### config.mk
export PLATFORM = sky130hd
export DESIGN_NAME = shift_add_multiplier
export DESIGN_NICKNAME = d
export VERILOG_FILES = /design/src/rtl/shift_add_multiplier.sv
export SDC_FILE = /design/constraint.sdc
export NUM_CORES = 1
export LEC_CHECK = 0
export CORE_MARGIN = 3
export CORE_UTILIZATION = 40
export CTS_BUF_LIST = sky130_fd_sc_hd__clkbuf_8
export DETAILED_ROUTE_END_ITERATION = 7
export GPL_ROUTABILITY_DRIVEN = 0
export HOLD_SLACK_MARGIN = 0.1
export MAX_ROUTING_LAYER = met4
export PLACE_DENSITY_LB_ADDON = 0.15
export SYNTH_ARGS = -nofsm -noshare
export SYNTH_HDL_FRONTEND = slang
export SYNTH_SLANG_ARGS = --single-unit
### constraint.sdc
create_clock -name clk -period 7.05 [get_ports clk]
set_input_delay 1.41 -clock clk [delete_from_list [all_inputs] [get_ports clk]]
set_output_delay 1.41 -clock clk [all_outputs]
set_load 0.02 [all_outputs]
### src/rtl/shift_add_multiplier.sv
// shift_add_multiplier: sequential unsigned shift-and-add multiplier with a start/busy/done handshake.
// One multiplier bit is retired per clock, and the run ends early once the remaining multiplier bits are zero.
`default_nettype none

module shift_add_multiplier #(
  parameter int size = 32
) (
  input  logic                clk,
  input  logic                reset,
  input  logic                start,
  input  logic [size-1:0]     multiplicand,
  input  logic [size-1:0]     multiplier,
  output logic                busy,
  output logic                done,
  output logic [2*size-1:0]   product
);

  localparam int CW = $clog2(size) + 1;

  typedef enum logic [1:0] {
    IDLE = 2'd0,
    RUN  = 2'd1,
    DONE = 2'd2
  } state_t;

  state_t              state;
  state_t              state_nxt;
  logic [2*size-1:0]   mcand_r;
  logic [2*size-1:0]   acc_r;
  logic [size-1:0]     mplier_r;
  logic [CW-1:0]       cnt;
  logic                zero_operand;
  logic                run_last;

  assign zero_operand = (multiplicand == '0) || (multiplier == '0);
  // Last RUN cycle: either no set bits remain above bit 0, or all bits have been consumed.
  assign run_last     = ((mplier_r >> 1) == '0) || (cnt == CW'(1));

  always_ff @(posedge clk or negedge reset) begin
    if (!reset) state <= IDLE;
    else        state <= state_nxt;
  end

  always_comb begin
    state_nxt = state;
    case (state)
      IDLE: begin
        if (start) state_nxt = zero_operand ? DONE : RUN;
      end
      RUN: begin
        if (run_last) state_nxt = DONE;
      end
      DONE:    state_nxt = IDLE;
      default: state_nxt = IDLE;
    endcase
  end

  always_ff @(posedge clk or negedge reset) begin
    if (!reset) begin
      mcand_r  <= '0;
      mplier_r <= '0;
      acc_r    <= '0;
      cnt      <= '0;
    end else begin
      case (state)
        IDLE: begin
          if (start) begin
            mcand_r  <= {{size{1'b0}}, multiplicand};
            mplier_r <= multiplier;
            acc_r    <= '0;
            cnt      <= CW'(size);
          end
        end
        RUN: begin
          if (mplier_r[0]) acc_r <= acc_r + mcand_r;
          mcand_r  <= mcand_r << 1;
          mplier_r <= mplier_r >> 1;
          cnt      <= cnt - CW'(1);
        end
        default: begin
        end
      endcase
    end
  end

  assign busy    = (state == RUN);
  assign done    = (state == DONE);
  assign product = acc_r;

endmodule

`default_nettype wire

# --- Word level (Yosys, flattened, before mapping) ---
# Cells that the tools add are included.
totals:
  regBits: 168
  latch_bits: 0
  ramBits: 0
  romBits: 0
  input_bits: 67
  output_inout_bits: 66
  word_cells: 36
  memories: 0
op_classes:
  n_addsub: 2
  mul: 0
  div_mod_pow: 0
  magnitude_cmp: 0
  n_eq_ne: 6
  shift: 0
  mux: 13
  n_bitwise: 0
  reduce_logical: 10
ops:
  columns: ["cell", "n"]
  rows:
  - ["$pmux W64 S2", 2]
  - ["$mux W64", 3]
  - ["$logic_not A32 Y1", 3]
  - ["$add A64 B64 Y64", 1]
  - ["$pmux W32 S2", 1]
  - ["$mux W32", 1]
  - ["$pmux W6 S2", 1]
  - ["$eq A6 B1 Y1 const B", 1]
  - ["$mux W2", 3]
  - ["$mux W6", 1]
  - ["$sub A6 B1 Y6 const B", 1]
  - ["$ne A2 B1 Y1 const B", 2]
  - ["$pmux W2 S2", 1]
  - ["$reduce_and A2 Y1", 2]
  - ["$reduce_and A3 Y1", 1]
  - ["$eq A2 B1 Y1 const B", 1]
  - ["$eq A2 B2 Y1 const B", 1]
  - ["$logic_not A2 Y1", 1]
  - ["$logic_or A1 B1 Y1", 2]
  - ["$ne A2 B2 Y1 const B", 1]
  - ["$reduce_bool A2 Y1", 1]

# --- Logic depth before layout (Yosys ltp) ---
depth:
  depth_word: 5
  ltp_mapped: 13
  depth_no_buf: 12

# --- Least setup slack after synthesis ---
# OpenSTA, ideal clock, no wires.
synth_timing:
  path_type: "reg-to-reg"
  startpoint: "register acc_r[9] (netlist: product[9])"
  endpoint: "register acc_r[46] (netlist: product[46])"
  setup_time_ns: 0.080
  arrival_ns: 2.792
  t_required_ns: 6.970
  setup_slack_ns: 4.178
  stages_incl_launch_ff: 12
  path_buffers: 1
  period_less_slack_ns: 2.872
  path_cell_list: "dfrtp_1 > ha_1 > a21oi_2 > nor2_1 > a2111o_1 > a211oi_4 > o21ai_2 > a211oi_2 > o21ai_2 > buf_6 > a2111o_1 > o211ai_2"
synth_between:
  elab_chain_len: 3
synth_lines:
  columns: ["element", "line", "text"]
  rows:
  - ["start: declaration", "29", "logic [2*size-1:0] acc_r;"]
  - ["start signal: assignment", "75", "if (mplier_r[0]) acc_r <= acc_r + mcand_r;"]
  - ["$add A64 B64 Y64", "75", null]
  - ["$mux W64", "75", null]
  - ["$pmux W64 S2", "65", "case (state)"]
# No other way between the ends. The select of a mux whose other input is x is not followed.
# A chain may end at the register's enable or synchronous reset.

# --- Final worst setup path ---
layout_timing:
  startpoint: "register state[1]"
  endpoint: "output port busy"
layout_between:
  elab_chain_len: 1
layout_lines:
  columns: ["element", "line", "text"]
  rows:
  - ["start: declaration", "26", "state_t state;"]
  - ["start signal: assignment", "41", "else state <= state_nxt;"]
  - ["$eq A2 B1 Y1", "86", "assign busy = (state == RUN);"]
  - ["end: declaration", "13", "output logic busy,"]
# No other way between the ends.

==> out/qor.csv <==
stage;metric;value;unit
run_status;status;complete, no violations;
worst_setup_path;CP max stage cell;clkdlybuf4s50_1;
synthesis;area share of the largest cell type after synthesis;38.9;%
synthesis;Synth Net Count;1416;
clock_tree;CTS tree;built;
worst_setup_path;CP startpoint kind;flip-flop;
synthesis;cell with the most instances after synthesis;nand2_1;
floorplan;Die ar.;29000;sq um
synthesis;ys async rst share;100;%
worst_setup_path;R2R Setup Slk;3.58;ns
power_and_ir_drop;leakage power;5.55;nW
floorplan;Core ar.;26300;sq um
floorplan;io pins;133;
clock_tree;Sink Count;168;
worst_setup_path;slowest stage delay, CP;0.74;ns
synthesis;Post-synth EDFFs;0;
detailed_routing;total routed wirelength;30700;um
worst_setup_path;critical path depth;4;
synthesis;Post-synth top cells;236 x nand2_1, 168 x dfrtp_1, 109 x nor2_1;
sta;fmax;0.263;GHz
detailed_routing;mean routed wirelength per cell;17.9;um
detailed_routing;Final ANT Viol Nets;0;
sta;Pins Over Slew Limit;0;
synthesis;register area share after synthesis;38.9;%
floorplan;chip height;170;um
clock_tree;clk root buf;clkbuf_8;
clock_tree;cts repair resizes;0;
worst_setup_path;CP bufs+invs;3;
layout;layout cells sized above 1;4.65;%
synthesis;Synth warnings;0;
placed_design;DP HPWL;22300;um
floorplan;Starting Density;41.1;%
worst_setup_path;CP Data Required Time;5.64;ns
detailed_routing;First-pass DRT Iterations;5;
sta;Slew HR;21.9;%
power_and_ir_drop;peak supply drop;0.290;mV
synthesis;synthesized cell area;10800;sq um
synthesis;dominant cell type by area after synthesis;dfrtp_1;
synthesis;Synth area leaders;dfrtp_1 39%, nand2_1 8.2%, ha_1 7.5%;
worst_setup_path;Reg-to-Reg End;product[44];
worst_setup_path;Crit. Startpoint;state[1];
global_route;largest net degree at the start of global routing;126;
hold_path;worst hold path type;reg -> reg;
global_route;antenna violations before repair;0;
clock_tree;H-tree depth;4;
sta;Period minus WS final;3.81;ns
worst_setup_path;Cell Chain, Critical Path;inv_1 > nand2_2 > inv_2 > clkdlybuf4s50_1;
detailed_routing;drt via density;5.72;
clock_tree;clk slew on worst S/H paths;0.10;ns
global_route;gr ovfl total;0;
detailed_routing;Initial DRC Count;733;
placed_design;I/O Buffers;132;
synthesis;Seq cells post-synth;168;
sta;RSZ-0062 raised after global routing;false;
clock_tree;Num CTS Buffers;17;
global_route;first-pass GRT wire length;50200;um
layout;ANT cells;0;
flow_run;max_cap viols;0;
sta;Worst Skew;0.0247;ns
power_and_ir_drop;PD cells;416;nW/um^2
synthesis;Syn Inst Count;1283;
layout;Layout Nets;1497;
synthesis;Main synth FF type;dfrtp_1;
sta;worst-margin pin slew;1.17;ns
worst_setup_path;Worst Path Arrival;2.40;ns
sta;final worst-path cycle share;54.0;%
global_route;number of global-route vias before repair;9561;
hold_path;HP Start;product[42];
synthesis;syn avg cell area;8.43;sq um
sta;setup tns final;0;ns
worst_setup_path;Crit path max-delay family;buffers and inverters;
sta;Hold WS;0.522;ns
global_route;GRT Overall Usage;22.1;%
worst_setup_path;Reg2Reg Depth;12;
worst_setup_path;crit end category;primary output;
clock_tree;Clock Latency Late Sink;0.49;ns
synthesis;Netlist cell types;76;
floorplan;num rows;59;
detailed_routing;vias;9798;
clock_tree;CTS max path bufs;2;
worst_setup_path;crit-path max FO;31;
worst_setup_path;critical path class;reg -> out;
clock_tree;post-CTS setup buffer count;0;
sta;endpoints failing hold;0;
floorplan;Die W;170;um
worst_setup_path;Critical path destination;busy;
layout;area delta synth->final;17.9;%
clock_tree;CTS Hold Buffers Added;0;
worst_setup_path;RR Startpoint;mcand_r[0];
detailed_routing;# DRC;0;
sta;# setup viols final;0;
## metal layers
metal	track usage (%)	vias up	wire, um
met5	-	-	0
met4	5.22	0	444
met3	3.37	31	1350
met2	35.6	247	14700
met1	29.5	4691	14200
li1	-	4829	-
## cells in the final DEF (no fill, tap or decap), drive strengths merged, types with 4 or more instances in the layout
| cell type | netlist | layout |
|---|---|---|
| o21a | 8 | 8 |
| clkdlybuf4s50 | 0 | 131 |
| and2 | 8 | 8 |
| a32o | 6 | 6 |
| o21ai | 88 | 88 |
| or3 | 11 | 11 |
| buf | 16 | 6 |
| clkbuf | 59 | 17 |
| o21bai | 16 | 16 |
| nor2b | 7 | 7 |
| xnor2 | 30 | 30 |
| nor3 | 13 | 13 |
| dfrtp | 168 | 168 |
| nand2b | 6 | 6 |
| nand3 | 21 | 21 |
| and4 | 8 | 8 |
| inv | 30 | 38 |
| o22ai | 4 | 4 |
| a211oi | 7 | 7 |
| and3 | 5 | 5 |
| a21oi | 76 | 76 |
| xor2 | 22 | 22 |
| nand4 | 26 | 26 |
| a21o | 42 | 42 |
| clkinv | 1 | 6 |
| a31oi | 71 | 71 |
| nand2 | 236 | 236 |
| nor2 | 110 | 110 |
| nor4 | 27 | 27 |
| o211ai | 6 | 6 |
| a22o | 38 | 38 |
| ha | 65 | 65 |
| a21boi | 4 | 4 |
## kinds of logic after synthesis
| family | Yosys count | share of synthesized area [%] |
|---|---|---|
| DFF | 168 | 38.9 |
| AOI/OAI and AO/OA | 405 | 25.2 |
| and+or+nand+nor | 486 | 20.0 |
| adders and majority gates | 66 | 7.71 |
| xor gates and xnor gates | 52 | 4.21 |
| buffers and inverters | 106 | 3.91 |
## worst register-to-register path: stages (launching register included)
cell	delay, ns
dfrtp_1	0.44
ha_1	0.19
inv_1	0.05
fa_1	0.37
nor2b_1	0.20
o2111ai_1	0.17
nand2_1	0.16
a41oi_1	0.28
o31ai_2	0.62
a31oi_1	0.27
o31ai_1	0.33
xnor2_1	0.15
o21ai_1	0.08
## worst min-delay path by stage
stage	depth (start not counted)	to	slack, ns
final	2	product[42]	0.52
after CTS	2	product[42]	0.53
after global placement	2	product[42]	0.50
after floorplan	2	cnt[5]	0.48
after detailed placement	2	product[19]	0.51
after global routing	1	mcand_r[63]	0.54
## per-stage QoR
step / instance area (sq um) / std cells / worst slack (ns) / utilization, % / power (mW)
2_1_floorplan: 10800 / 1283 / 4.18 / - / 3.70
3_3_place_gp: 12300 / 1680 / 3.26 / 46.8 / 4.54
3_5_place_dp: 12300 / 1680 / 3.21 / 46.8 / 4.56
4_1_cts: 12700 / 1712 / 3.17 / 48.5 / 5.33
5_1_grt: 12700 / 1712 / 3.06 / 48.5 / 5.76
6_report: 12700 / 1712 / 3.24 / 48.5 / 5.30
## flip-flops by register name, summed over array words and instances, names as in the netlist
name	count
state	2
mcand_r	64
cnt	6
product	64
mplier_r	32
## cell type report
| type | count | area, sq um |
|---|---|---|
| sequential | 168 | 4200 |
| tap | 335 | 419 |
| timing repair buffer | 137 | 1360 |
| inverter | 31 | 116 |
| fill | 2543 | 13500 |
| clock buffer | 17 | 234 |
| multi-input combinational | 1009 | 6210 |
| clock inverter | 15 | 201 |
## power breakdown
group	switching, mW	internal [mW]
clock	0.442	0.307
sequential	0.308	1.29
combinational	1.84	1.11
Power figures use the tool's default switching activity.
==> RTL edit 1 (config.mk and constraints unchanged) <==
Re-encode `state_t` (3 states) as one-hot, 3 bits wide.
--- a/src/rtl/shift_add_multiplier.sv
+++ b/src/rtl/shift_add_multiplier.sv
@@ -17,10 +17,10 @@
 
   localparam int CW = $clog2(size) + 1;
 
-  typedef enum logic [1:0] {
-    IDLE = 2'd0,
-    RUN  = 2'd1,
-    DONE = 2'd2
+  typedef enum logic [2:0] {
+    IDLE = 3'b001,
+    RUN  = 3'b010,
+    DONE = 3'b100
   } state_t;
 
   state_t              state;
Check against the original RTL: same outputs for any inputs over 4 cycles, from zero or initial values and one cycle with reset low; so few cycles prove little.
==> RTL edit 1 against the unedited design <==
Synthesized area fell by 0.79%. Setup slack got worse by 0.31 ns. Register-to-register slack got worse by 0.26 ns. Die area fell by 0.76%. Total power fell by 28%. Worst hold slack got worse by 0.036 ns. Wire length fell by 0.48%. Global-route usage fell by 0.19 points. Cell area fell by 0.65%. Sequential cell count rose by 1. Clock power barely moved. Highest routed layer unchanged.
==> RTL edit 1: results (changes against the unedited design) <==
| Metric | Value |
|---|---|
| Post-DP Area | 0.0122 mm2 (-0.64%) |
| HPWL after DPL | 22000 um (-1.3%) |
| P_leak | 6.03 nW (+8.7%) |
| Wire per inst | 18.4 um (+2.4%) |
| Post-synth top cells | nand2_1 (264), dfrtp_1 (168), a21oi_1 (76) |
| Iteration-0 DRC Markers | 811 (+11%) |
| Xor/xnor cell area share of the yosys netlist | 0.0465 (+0.00442) |
| Run status | finished clean |
| ANT cells | 0 (unchanged) |
| Synth area leaders | dfrtp_1 (39%), nand2_1 (9.2%), ha_1 (7.6%), a22o_1 (4.5%), a22oi_1 (4.4%) |
| Post-synthesis mux area share | 0.00280 (+0.00280) |
| Pin count of the biggest net entering global routing | 85 (-33%) |
| Post-Synth Adder-Cell Area | 0.0777 (+0.000611) |
| Sequential-to-total area share from yosys stat | 0.394 (+0.00553) |
| CTS H-tree lvls | 4 (unchanged) |
| CP Data Arrival Time | 2.71 ns (+0.31 ns) |
| Clock root cell | clkbuf_8 |
| Maximum vdd drop | 0.202 mV (-30%) |
| Initial antenna violation count | 0 (unchanged) |
| Total Power | 3.84 mW (-28%) |
| Worst-margin pin slew | 0.946 ns (-0.222 ns) |
| Yosys warns | 0 (unchanged) |
| Fin nets | 1449 (-3.2%) |
| GR Util All Layers | 0.219 (-0.00188) |
| Vias in the first global route | 9357 (-2.1%) |
| Clk_skew | 0.0232 ns (-0.00154 ns) |
| Number of remaining DRC errors | 0 (unchanged) |
| I/O Buffers | 132 (unchanged) |
| Worst path max stage delay | 0.64 ns (-0.10 ns) |
| Vias per inst | 5.78 (+1.0%) |
| Share of layout cells above drive strength 1 | 0.0459 (-0.000579) |
| Clock latency on the worst-skew pair | 0.48 ns |
| Filler Cells Inserted | 2474 (-2.7%) |
| Crit-path max FO | 46 (+48%) |
| CTS Buf Count | 17 (unchanged) |
| Global-route wire length before repair | 49900 um (-0.44%) |
| Number of library cell types mapped by synthesis | 71 (-6.6%) |
| Clock transition at the registers of the reported paths | 0.11 ns |
| Synth Area in Compound Gates | 0.243 (-0.00885) |
| # resized after CTS | 0 (unchanged) |
==> RTL edit 1: through the flow <==
step / cells / setup WS, ns / hold WS, ns / utilization
2_1_floorplan: 1241 / 3.64 / 0.446 / -
3_3_place_gp: 1632 / 3.40 / 0.462 / 0.467
3_5_place_dp: 1632 / 3.34 / 0.468 / 0.467
4_1_cts: 1664 / 2.91 / 0.485 / 0.483
5_1_grt: 1664 / 2.77 / 0.513 / 0.483
6_report: 1664 / 2.93 / 0.486 / 0.483
==> RTL edit 1: where the power goes <==
part           total (mW)  switching [mW]  internal, mW
sequential           1.46           0.234          1.22
combinational        1.63            1.03         0.603
clock               0.751           0.444         0.307
total                3.84            1.71          2.13
==> RTL edit 1: cell type report <==
class / count / share of cell area
multi-input cells: 965 / 0.483
flip-flops and latches: 169 / 0.334
repair buffers: 140 / 0.109
well taps: 335 / 0.0331
clock buffers: 17 / 0.0185
clock inverters: 15 / 0.0156
inverters: 23 / 0.00692
==> RTL edit 1: metal layers <==
metal / global-route usage / vias to the layer above / wire length (um)
li1: - / 4682 / -
met1: 0.313 / 4677 / 15000
met2: 0.325 / 244 / 13600
met3: 0.0433 / 17 / 1660
met4: 0.0434 / 0 / 283
met5: - / - / 0
==> RTL edit 1: path summary, 6_finish.rpt <==
| path | start | end | slack (ns) | cells after the start |
|---|---|---|---|---|
| max | state[0] | busy | 2.93 | 5 |
| min | cnt[5] | cnt[5] | 0.49 | 1 |
| max reg2reg | product[0] | product[60] | 3.32 | 13 |
| min reg2reg | cnt[5] | cnt[5] | 0.49 | 1 |
| max in group asynchronous | reset | product[25] | 4.86 | 2 |
| min in group asynchronous | reset | mcand_r[34] | 0.86 | 1 |
==> RTL edit 1: cells by family (layout without fill, tap and decap cells) <==
logic type	after synthesis	in the layout
buffers and inverters	107	195
AO/OA/AOI/OAI	368	368
AND/OR/NAND/NOR	471	471
flip-flops	169	169
XOR/XNOR	57	57
adder cells (fa/ha/maj)	66	66
multiplexers	3	3
==> RTL edit 1: worst register-to-register path: stages (launching register included) <==
cell and delay (ns):
dfrtp_1 0.39, ha_1 0.21, inv_1 0.07, fa_1 0.36, and2b_1 0.25, o2111a_2 0.24
o21ai_2 0.08, a2111oi_4 0.35, o31ai_2 0.19, o41a_1 0.45, o41ai_2 0.45, nand3_1 0.19
mux2i_1 0.15, a221o_1 0.26
==> RTL edit 2 (config.mk and constraints unchanged) <==
Without the edit above. `size`: 32 -> 16.
--- a/src/rtl/shift_add_multiplier.sv
+++ b/src/rtl/shift_add_multiplier.sv
@@ -3,7 +3,7 @@
 `default_nettype none
 
 module shift_add_multiplier #(
-  parameter int size = 32
+  parameter int size = 16
 ) (
   input  logic                clk,
   input  logic                reset,
Ports: changed (resized multiplicand, multiplier and product); port bits go from 133 to 69. The function was not compared with the original's and may differ.
==> RTL edit 2 against the unedited design <==
Cell area is 51% lower. Wire length shrank 56%. Via count shrank 53%. Synthesized area is 51% lower. Die area fell by 50%. Sequential cell count shrank 81. Highest routed layer unchanged. Fmax decreased by 10%. Total power shrank 44%. Sequential power shrank 42%. Setup slack got worse by 0.44 ns. Global-route usage is 2.5 points lower. Largest power group unchanged. Core utilization up 0.62 points. Largest cell class unchanged.
==> RTL edit 2: results (changes against the unedited design) <==
| Metric | Value |
|---|---|
| CTS Buf Count | 9 (-8) |
| Reg2reg end | product[14] |
| Most used DFF post-synth | dfrtp_1 |
| Hold Path End | product[31] |
| R2R Setup Slk | 3.38 ns (-0.20 ns) |
| Syn_nets | 665 (-53%) |
| HPWL after DPL | 9680 um (-57%) |
| Fin nets | 717 (-52%) |
| Met1 global-route usage | 0.269 (-0.0256) |
| Run status | finished clean |
| HP Start | product[31] |
| Crit-path max FO | 24 (-23%) |
| Iteration-0 DRC Markers | 257 (-65%) |
| CP top delay family | buffers and inverters |
| # resized after CTS | 0 (unchanged) |
| Drt first pass iters | 5 (unchanged) |
| Yosys warns | 0 (unchanged) |
| CP Data Arrival Time | 2.84 ns (+0.44 ns) |
| Met3 capacity usage during global routing | 0.0304 (-0.00328) |
| Post-synth top cells | nand2_1 (139), dfrtp_1 (87), o21ai_0 (53) |
| Sequential-to-total area share from yosys stat | 0.415 (+0.0257) |
| Filler Cells Inserted | 1265 (-50%) |
| Global-route wire length before repair | 22300 um (-56%) |
| I/O Buffers | 68 (-48%) |
| Reg-to-Reg Start | state[1] |
| Clock latency on the worst-skew pair | 0.37 ns (-0.12 ns) |
| Worst path max stage delay | 0.71 ns (-0.03 ns) |
| Pre-CTS WS | 3.17 ns (-0.0443 ns) |
| Synth area leaders | dfrtp_1 (41%), nand2_1 (9.9%), ha_1 (7.9%), o21ai_0 (5.1%), a22oi_1 (4.1%) |
| Share of layout cells above drive strength 1 | 0.0505 (+0.00406) |
| Post-Route WL | 13600 um (-56%) |
| Maximum vdd drop | 0.260 mV (-10%) |
| Hold slack | 0.480 ns (-0.0424 ns) |
| Vias per inst | 5.58 (-2.5%) |
| Worst-margin pin slew | 1.25 ns (+0.0818 ns) |
| GR Util met2 | 0.305 (-0.0506) |
| Async S/R FF share, synth | 1.00 (unchanged) |
| Number of cells on the worst reg-to-reg path | 7 (-5) |
| Hold depth | 1 (-1) |
| CTS H-tree lvls | 3 (-1) |
| GR Util All Layers | 0.196 (-0.0251) |
| P_leak | 2.84 nW (-49%) |
| Number of library cell types mapped by synthesis | 60 (-21%) |
| Pin count of the biggest net entering global routing | 65 (-48%) |
| Clk_skew | 0.0158 ns (-0.00895 ns) |
| Vias in the first global route | 4343 (-55%) |
RTL edit 2: cell families after synthesis:
family                   Yosys count  share of synthesized area
buffers and inverters             40                     0.0293
multiplexers                       2                    0.00381
XOR/XNOR                          23                     0.0384
flip-flops                        87                      0.415
AO/OA/AOI/OAI                    180                      0.230
adder cells (fa/ha/maj)           34                     0.0824
AND/OR/NAND/NOR                  230                      0.201
RTL edit 2: metal layers:
layer | routed length, um | vias to the layer above
li1 | - | 2255
met1 | 6380 | 2222
met2 | 6540 | 116
met3 | 499 | 9
met4 | 159 | 0
met5 | 0 | -
RTL edit 2: layout make-up:
| cell class | instances | share of cell area |
|---|---|---|
| well taps | 172 | 0.0344 |
| flip-flops and latches | 87 | 0.348 |
| clock inverters | 5 | 0.00521 |
| repair buffers | 73 | 0.115 |
| multi-input cells | 469 | 0.468 |
| clock buffers | 11 | 0.0242 |
| inverters | 8 | 0.00481 |
RTL edit 2: how the worst max path moves through the flow:
stage                     startpoint  endpoint  slack [ns]  cells after the start
after floorplan             state[1]      busy        4.26                      4
after global placement      state[1]      busy        3.27                      3
after detailed placement    state[1]      busy        3.17                      3
after CTS                   state[1]      busy        2.73                      3
after global routing        state[1]      busy        2.50                      3
final                       state[1]      busy        2.80                      3
RTL edit 2: stage by stage:
step | power [mW] | utilization | cell area (um2) | instances
final | 2.98 | 0.491 | 6250 | 825
after global routing | 3.25 | 0.491 | 6250 | 825
after CTS | 3.00 | 0.491 | 6250 | 825
after detailed placement | 2.65 | 0.477 | 6060 | 809
after global placement | 2.60 | 0.477 | 6060 | 809
after floorplan | 2.13 | - | 5250 | 596
RTL edit 2: power breakdown:
group | internal, mW | switching (mW)
sequential | 0.721 | 0.204
clock | 0.147 | 0.191
combinational | 0.715 | 1.00
